--- config.mk ---
export PLATFORM = sky130hd
export DESIGN_NAME = rx_cp_remover_frame
export DESIGN_NICKNAME = d
export VERILOG_FILES = /design/src/rtl/rx_cp_remover_frame.sv
export SDC_FILE = /design/constraint.sdc
export NUM_CORES = 1
export LEC_CHECK = 0
export CORE_MARGIN = 1
export CORE_UTILIZATION = 45
export DETAILED_ROUTE_END_ITERATION = 16
export PLACE_DENSITY = 0.85
export SYNTH_ARGS = -nofsm -noshare
export SYNTH_HDL_FRONTEND = slang
export SYNTH_SLANG_ARGS = --single-unit
--- constraint.sdc ---
create_clock -name clk -period 2.2 [get_ports clk]
set_clock_uncertainty 0.2 [all_clocks]
set_input_delay 0.66 -clock clk [delete_from_list [all_inputs] [get_ports clk]]
set_output_delay 0.66 -clock clk [all_outputs]
set_load 0.01 [all_outputs]
--- src/rtl/rx_cp_remover_frame.sv ---
// rx_cp_remover_frame: receive-side cyclic-prefix remover with frame SOP, signed timing offset,
// long first-symbol CP, deferred re-synchronisation and per-frame symbol indexing.
// Ports:
//   clk, rst (async active-low)
//   iv, isop, in_real_data, in_imag_data, delay_sop : gapped input stream, frame SOP and signed offset
//   oval, osop, oeop, out_real_data, out_imag_data : useful samples with symbol framing, one cycle later
//   symb_idx, frame_done, resync, busy             : symbol index and frame status
module rx_cp_remover_frame #(
    parameter int DATA_W   = 12,
    parameter int FFT_SIZE = 1024,
    parameter int CP_LEN   = 32,
    parameter int CP_FIRST = 32,
    parameter int N_SYMB   = 50,
    parameter int OFS_W    = 6
) (
    input  logic                      clk,
    input  logic                      rst,
    input  logic                      iv,
    input  logic                      isop,
    input  logic [DATA_W-1:0]         in_real_data,
    input  logic [DATA_W-1:0]         in_imag_data,
    input  logic [OFS_W-1:0]          delay_sop,
    output logic                      oval,
    output logic                      osop,
    output logic                      oeop,
    output logic [DATA_W-1:0]         out_real_data,
    output logic [DATA_W-1:0]         out_imag_data,
    output logic [$clog2(N_SYMB)-1:0] symb_idx,
    output logic                      frame_done,
    output logic                      resync,
    output logic                      busy
);
    localparam int SW = $clog2(N_SYMB);
    localparam int PW = $clog2(CP_FIRST + FFT_SIZE + 2 ** (OFS_W - 1)) + 2;
    localparam logic signed [PW-1:0] CPF  = PW'(CP_FIRST);
    localparam logic signed [PW-1:0] CPL  = PW'(CP_LEN);
    localparam logic signed [PW-1:0] ENDF = PW'(CP_FIRST + FFT_SIZE - 1);
    localparam logic signed [PW-1:0] ENDL = PW'(CP_LEN + FFT_SIZE - 1);
    localparam logic signed [PW-1:0] ONE  = PW'(1);
    localparam logic [SW-1:0]        LAST = SW'(N_SYMB - 1);

    typedef enum logic {IDLE, RUN} state_t;

    state_t                state, state_n;
    logic signed [PW-1:0]  pos, pos_n, lat, lat_n, ofs_ext, eff_pos, cpl, cpl_end;
    logic [SW-1:0]         cnt, cnt_n, eff_cnt;
    logic                  pend, pend_n, run, sop, fwd, first, last, done, rsy;

    assign ofs_ext = PW'(signed'(delay_sop));
    assign busy    = (state == RUN);

    always_ff @(posedge clk or negedge rst) begin
        if (!rst) state <= IDLE;
        else      state <= state_n;
    end

    // The SOP sample in IDLE is evaluated at pos = delay_sop; in RUN the register holds
    // the position of the next valid sample.
    always_comb begin
        state_n = state;
        pos_n   = pos;
        cnt_n   = cnt;
        pend_n  = pend;
        lat_n   = lat;
        run     = (state == RUN);
        sop     = iv & isop;
        eff_pos = run ? pos : ofs_ext;
        eff_cnt = run ? cnt : '0;
        cpl     = (eff_cnt == '0) ? CPF : CPL;
        cpl_end = (eff_cnt == '0) ? ENDF : ENDL;
        fwd     = iv & (run | isop) & (eff_pos >= cpl);
        first   = (eff_pos == cpl);
        last    = run & (eff_pos == cpl_end);
        done    = iv & last & ~sop & ~pend & (cnt == LAST);
        rsy     = iv & last & ~sop & pend;
        if (iv) begin
            if (sop & (~run | last)) begin
                state_n = RUN;
                pos_n   = ofs_ext + ONE;
                cnt_n   = '0;
                pend_n  = 1'b0;
            end else if (last) begin
                pos_n   = pend ? lat : '0;
                cnt_n   = (pend | (cnt == LAST)) ? '0 : cnt + SW'(1);
                pend_n  = 1'b0;
                state_n = done ? IDLE : RUN;
            end else if (run) begin
                pos_n  = pos + ONE;
                pend_n = pend | sop;
                lat_n  = sop ? ofs_ext : lat;
            end
        end
    end

    always_ff @(posedge clk or negedge rst) begin
        if (!rst) begin
            pos           <= '0;
            cnt           <= '0;
            pend          <= 1'b0;
            lat           <= '0;
            oval          <= 1'b0;
            osop          <= 1'b0;
            oeop          <= 1'b0;
            out_real_data <= '0;
            out_imag_data <= '0;
            symb_idx      <= '0;
            frame_done    <= 1'b0;
            resync        <= 1'b0;
        end else begin
            pos           <= pos_n;
            cnt           <= cnt_n;
            pend          <= pend_n;
            lat           <= lat_n;
            oval          <= fwd;
            osop          <= fwd & first;
            oeop          <= fwd & last;
            out_real_data <= fwd ? in_real_data : '0;
            out_imag_data <= fwd ? in_imag_data : '0;
            symb_idx      <= fwd ? eff_cnt : (run ? symb_idx : '0);
            frame_done    <= done;
            resync        <= rsy;
        end
    end
endmodule

==> impl_metrics.yaml <==
grt:
  grt-ovfl-total: 0
  grt_max_degree: 63
  grt_antenna_before_repair: 0
  grt_pass1_wl_mm: 12.91
  grt_pass1_vias: 2586
  grt_util_all_layers_pct: 23.51
floorplan:
  die_y_um: 83.66
  num_io_pins: 70
  start_util_pct: 46.98
  die_x_um: 83.66
  die_area_um2: 6998
  row_count: 29
  coreArea_um2: 6386
placed_design:
  dp.cells: 461
  routabilityCongestion: 0.9412
  dp_hpwl_mm: 5.718
  portBuffers: 69
  placed_area_um2: 4041
  dp_slack_ns: -0.5674
logic_synthesis:
  ys_seq_area_share_pct: 51.71
  synth_top_area_cell: "dfrtp_1"
  ys_async_sr_fraction_pct: 100.0
  ys_warn_count: 0
  synth_cell_types: 52
  ys.flop_type: "dfrtp_1"
  syn_area_um2: 3000
  synth-seq-cells: 62
  synth-edff-count: 0
  synth_cells: 288
  synth_top_area_share_pct: 51.71
  synth_nets: 326
  synthTopCellsByArea: "dfrtp_1 52%, and2_1 5.6%, nand2_1 2.4%"
  syn_avg_cell_area_um2: 10.42
sta:
  period_share_pct: 99.22
  fin_tns_setup_ns: 0
  hold_viol_final: 0
  fin_crit_ns: 2.183
  worst_pin_slew_ns: 0.5071
  setup_ws_ns: 0.01712
  drv_slew: 0
  rsz0062_at_grt: "yes"
  holdWs_ns: 0.09962
  max_freq_mhz: 458.1
  relSlewSlack_pct: 65.72
  setup_viol: 0
detailed_routing:
  post_drt_wl_per_cell_um: 16.91
  viasPerCell: 5.602
  vias: 2700
  ant_nets: 0
  drt_iter0_markers: 213
  first_pass_iters: 4
  finalWirelength_mm: 8.152
  drcViolationCount: 0
clock_tree:
  clock_latency_ns: 0.34
  root_buffer: "clkbuf_8"
  cts_tree: "done"
  cts_htree_levels: 3
  clk_pin_slew_ns: 0.08
  hold_buffers: 0
  clock-sinks: 62
  numCtsBuffers: 9
  cts_max_path_buffers: 2
layout:
  layout-drive-gt1-share_pct: 23.21
  diodes: 0
  num-fill-cells: 444
  stdcell_count: 482
  final_nets: 438
  area_growth_pct: 47.00
  finalInstanceArea_um2: 4410
worst_setup_path:
  worstReg2RegEnd: "cnt[5]"
  reg2reg_depth: 6
  reg2reg_slack_ns: 0.04
  startpoint_type: "input port"
  critPathMaxFanout: 9
  worstPathArrival_ns: 2.24
  cp-end-kind: "flop"
  crit_type: "input port to flop"
  max_stage_delay_ns: 0.56
  r2r-start: "pos[6]"
  crit_chain: "clkdlybuf4s50_1, o21ai_2, buf_4, a21o_1, or2_4, o31ai_1"
  crit_slowest_cell: "clkdlybuf4s50_1"
  required_ns: 2.25
power:
  p_leak_nw: 1.904
  powerDensity_nw_per_um2: 818.3
  ir_drop_uv: 458.6
job:
  cap_viol_max_count: 0
worst_hold_path:
  min_path_type: "input port to async pin"
outcome:
  status: "complete, no violations"
[metrics by stage]
stage          utilization [%]  power, W
3_5_place_dp             63.28  0.002407
6_report                 69.06  0.003609
2_1_floorplan                -  0.001948
3_3_place_gp             63.28  0.002369
4_1_cts                  67.16  0.003565
5_1_grt                  69.06  0.003788
[per-layer routing]
| layer | vias up | wire length (um) | GRT usage, % |
|---|---|---|---|
| met4 | 0 | 59 | 5.085 |
| met5 | - | 0 | 0 |
| met1 | 1287 | 3613 | 31.64 |
| li1 | 1257 | - | - |
| met3 | 8 | 558 | 6.034 |
| met2 | 148 | 3921 | 38.43 |
[worst max path at each step]
stage	from	end	slack, ns	cells after the start
after global routing	pos[6]	pos[4]	-0.04	7
after floorplan	iv	cnt[5]	0.06	5
after global placement	delay_sop[2]	pos[2]	-0.54	7
after CTS	delay_sop[1]	pos[9]	0.006	7
after detailed placement	delay_sop[2]	pos[2]	-0.57	7
final	iv	cnt[5]	0.02	6
[power breakdown]
part / leakage [nW] / total [W] / switching (W) / internal [W]
clock: 0.116 / 0.00116 / 0.000463 / 0.000700
combinational: 1.01 / 0.000926 / 0.000421 / 0.000505
sequential: 0.783 / 0.00152 / 0.000190 / 0.00133
[critical path: cells and delay by family]
family | cells | cell delay, ns
AOI/OAI and AO/OA | 3 | 0.55
buffers and inverters | 2 | 0.75
and+or+nand+nor | 1 | 0.27
[Yosys cell counts (2+ instances only)]
library cell and count:
nor3_1 4, ha_1 4, a41o_1 2, clkbuf_2 2, dfrtp_1 62, o221ai_1 3
nand3_1 13, nand4_1 5, mux2_2 6, nand4b_1 2, clkbuf_1 7, a31oi_1 10
a22oi_1 2, a21oi_1 14, a221o_1 2, o21a_1 3, nand2b_1 3, mux2i_1 6
inv_1 5, buf_2 5, o21ai_0 12, nor2b_1 9, nand2_1 19, or3_1 4
xnor2_1 2, and2_1 27, and3_1 7, o31ai_1 2, a21o_1 2, o22a_1 5
nor2_1 15, xor2_1 4
[placed cells by master, fill, tap and decap left out, types with 2 or more instances in the layout]
cell,instances
clkdlybuf4s50_1,63
dfrtp_1,61
buf_4,46
and2_1,26
nand2_1,17
nor2_1,15
nand3_1,13
a21oi_1,13
clkbuf_8,11
nor2b_1,9
a31oi_1,8
and3_1,7
o21ai_1,6
o21ai_0,6
mux2i_1,6
mux2_2,6
inv_1,5
nand4_1,5
o22a_1,5
or3_1,4
xor2_1,4
nand2b_1,3
nor3_1,3
o21a_1,3
ha_1,3
dlygate4sd2_1,3
nand4b_1,2
a2111oi_2,2
a21o_1,2
nand2_2,2
a22oi_1,2
a41o_1,2
xnor2_1,2
a221o_1,2
o221ai_1,2
bufinv_16,2
dlymetal6s2s_1,2
[cell type report]
type / count / area, um^2 / area share [%]
Clock buffer: 11 / 151.4 / 3.433
Clock inverter: 5 / 81.33 / 1.844
Inverter: 5 / 18.77 / 0.4255
Multi-Input combinational cell: 205 / 1446 / 32.79
Sequential cell: 62 / 1553 / 35.21
Tap cell: 77 / 96.34 / 2.184
Timing Repair Buffer: 117 / 1064 / 24.11
[cells by family after synthesis]
group / after synthesis / share of synthesized area [%]
AO/OA/AOI/OAI: 65 / 14.85
XOR/XNOR: 6 / 1.751
adder cells (fa/ha/maj): 4 / 1.668
buffers and inverters: 21 / 3.169
flip-flops: 62 / 51.71
multiplexers: 12 / 4.253
AND/OR/NAND/NOR: 118 / 22.60
[state kept, by name, indices dropped and copies added (netlist names)]
| signal | cells |
|---|---|
| pos | 13 |
| out_imag_data | 12 |
| out_real_data | 12 |
| cnt | 6 |
| lat | 6 |
| symb_idx | 6 |
| busy | 1 |
| frame_done | 1 |
| oeop | 1 |
| osop | 1 |
| oval | 1 |
| pend | 1 |
| resync | 1 |
[what timing repair did]
action | CTS | global route
buffers inserted | 2 | 3
pin swaps | 3 | 10
endpoints found under the setup margin | 28 | 22
resized for setup | 7 | 25
(Power assumes the default switching activity.)
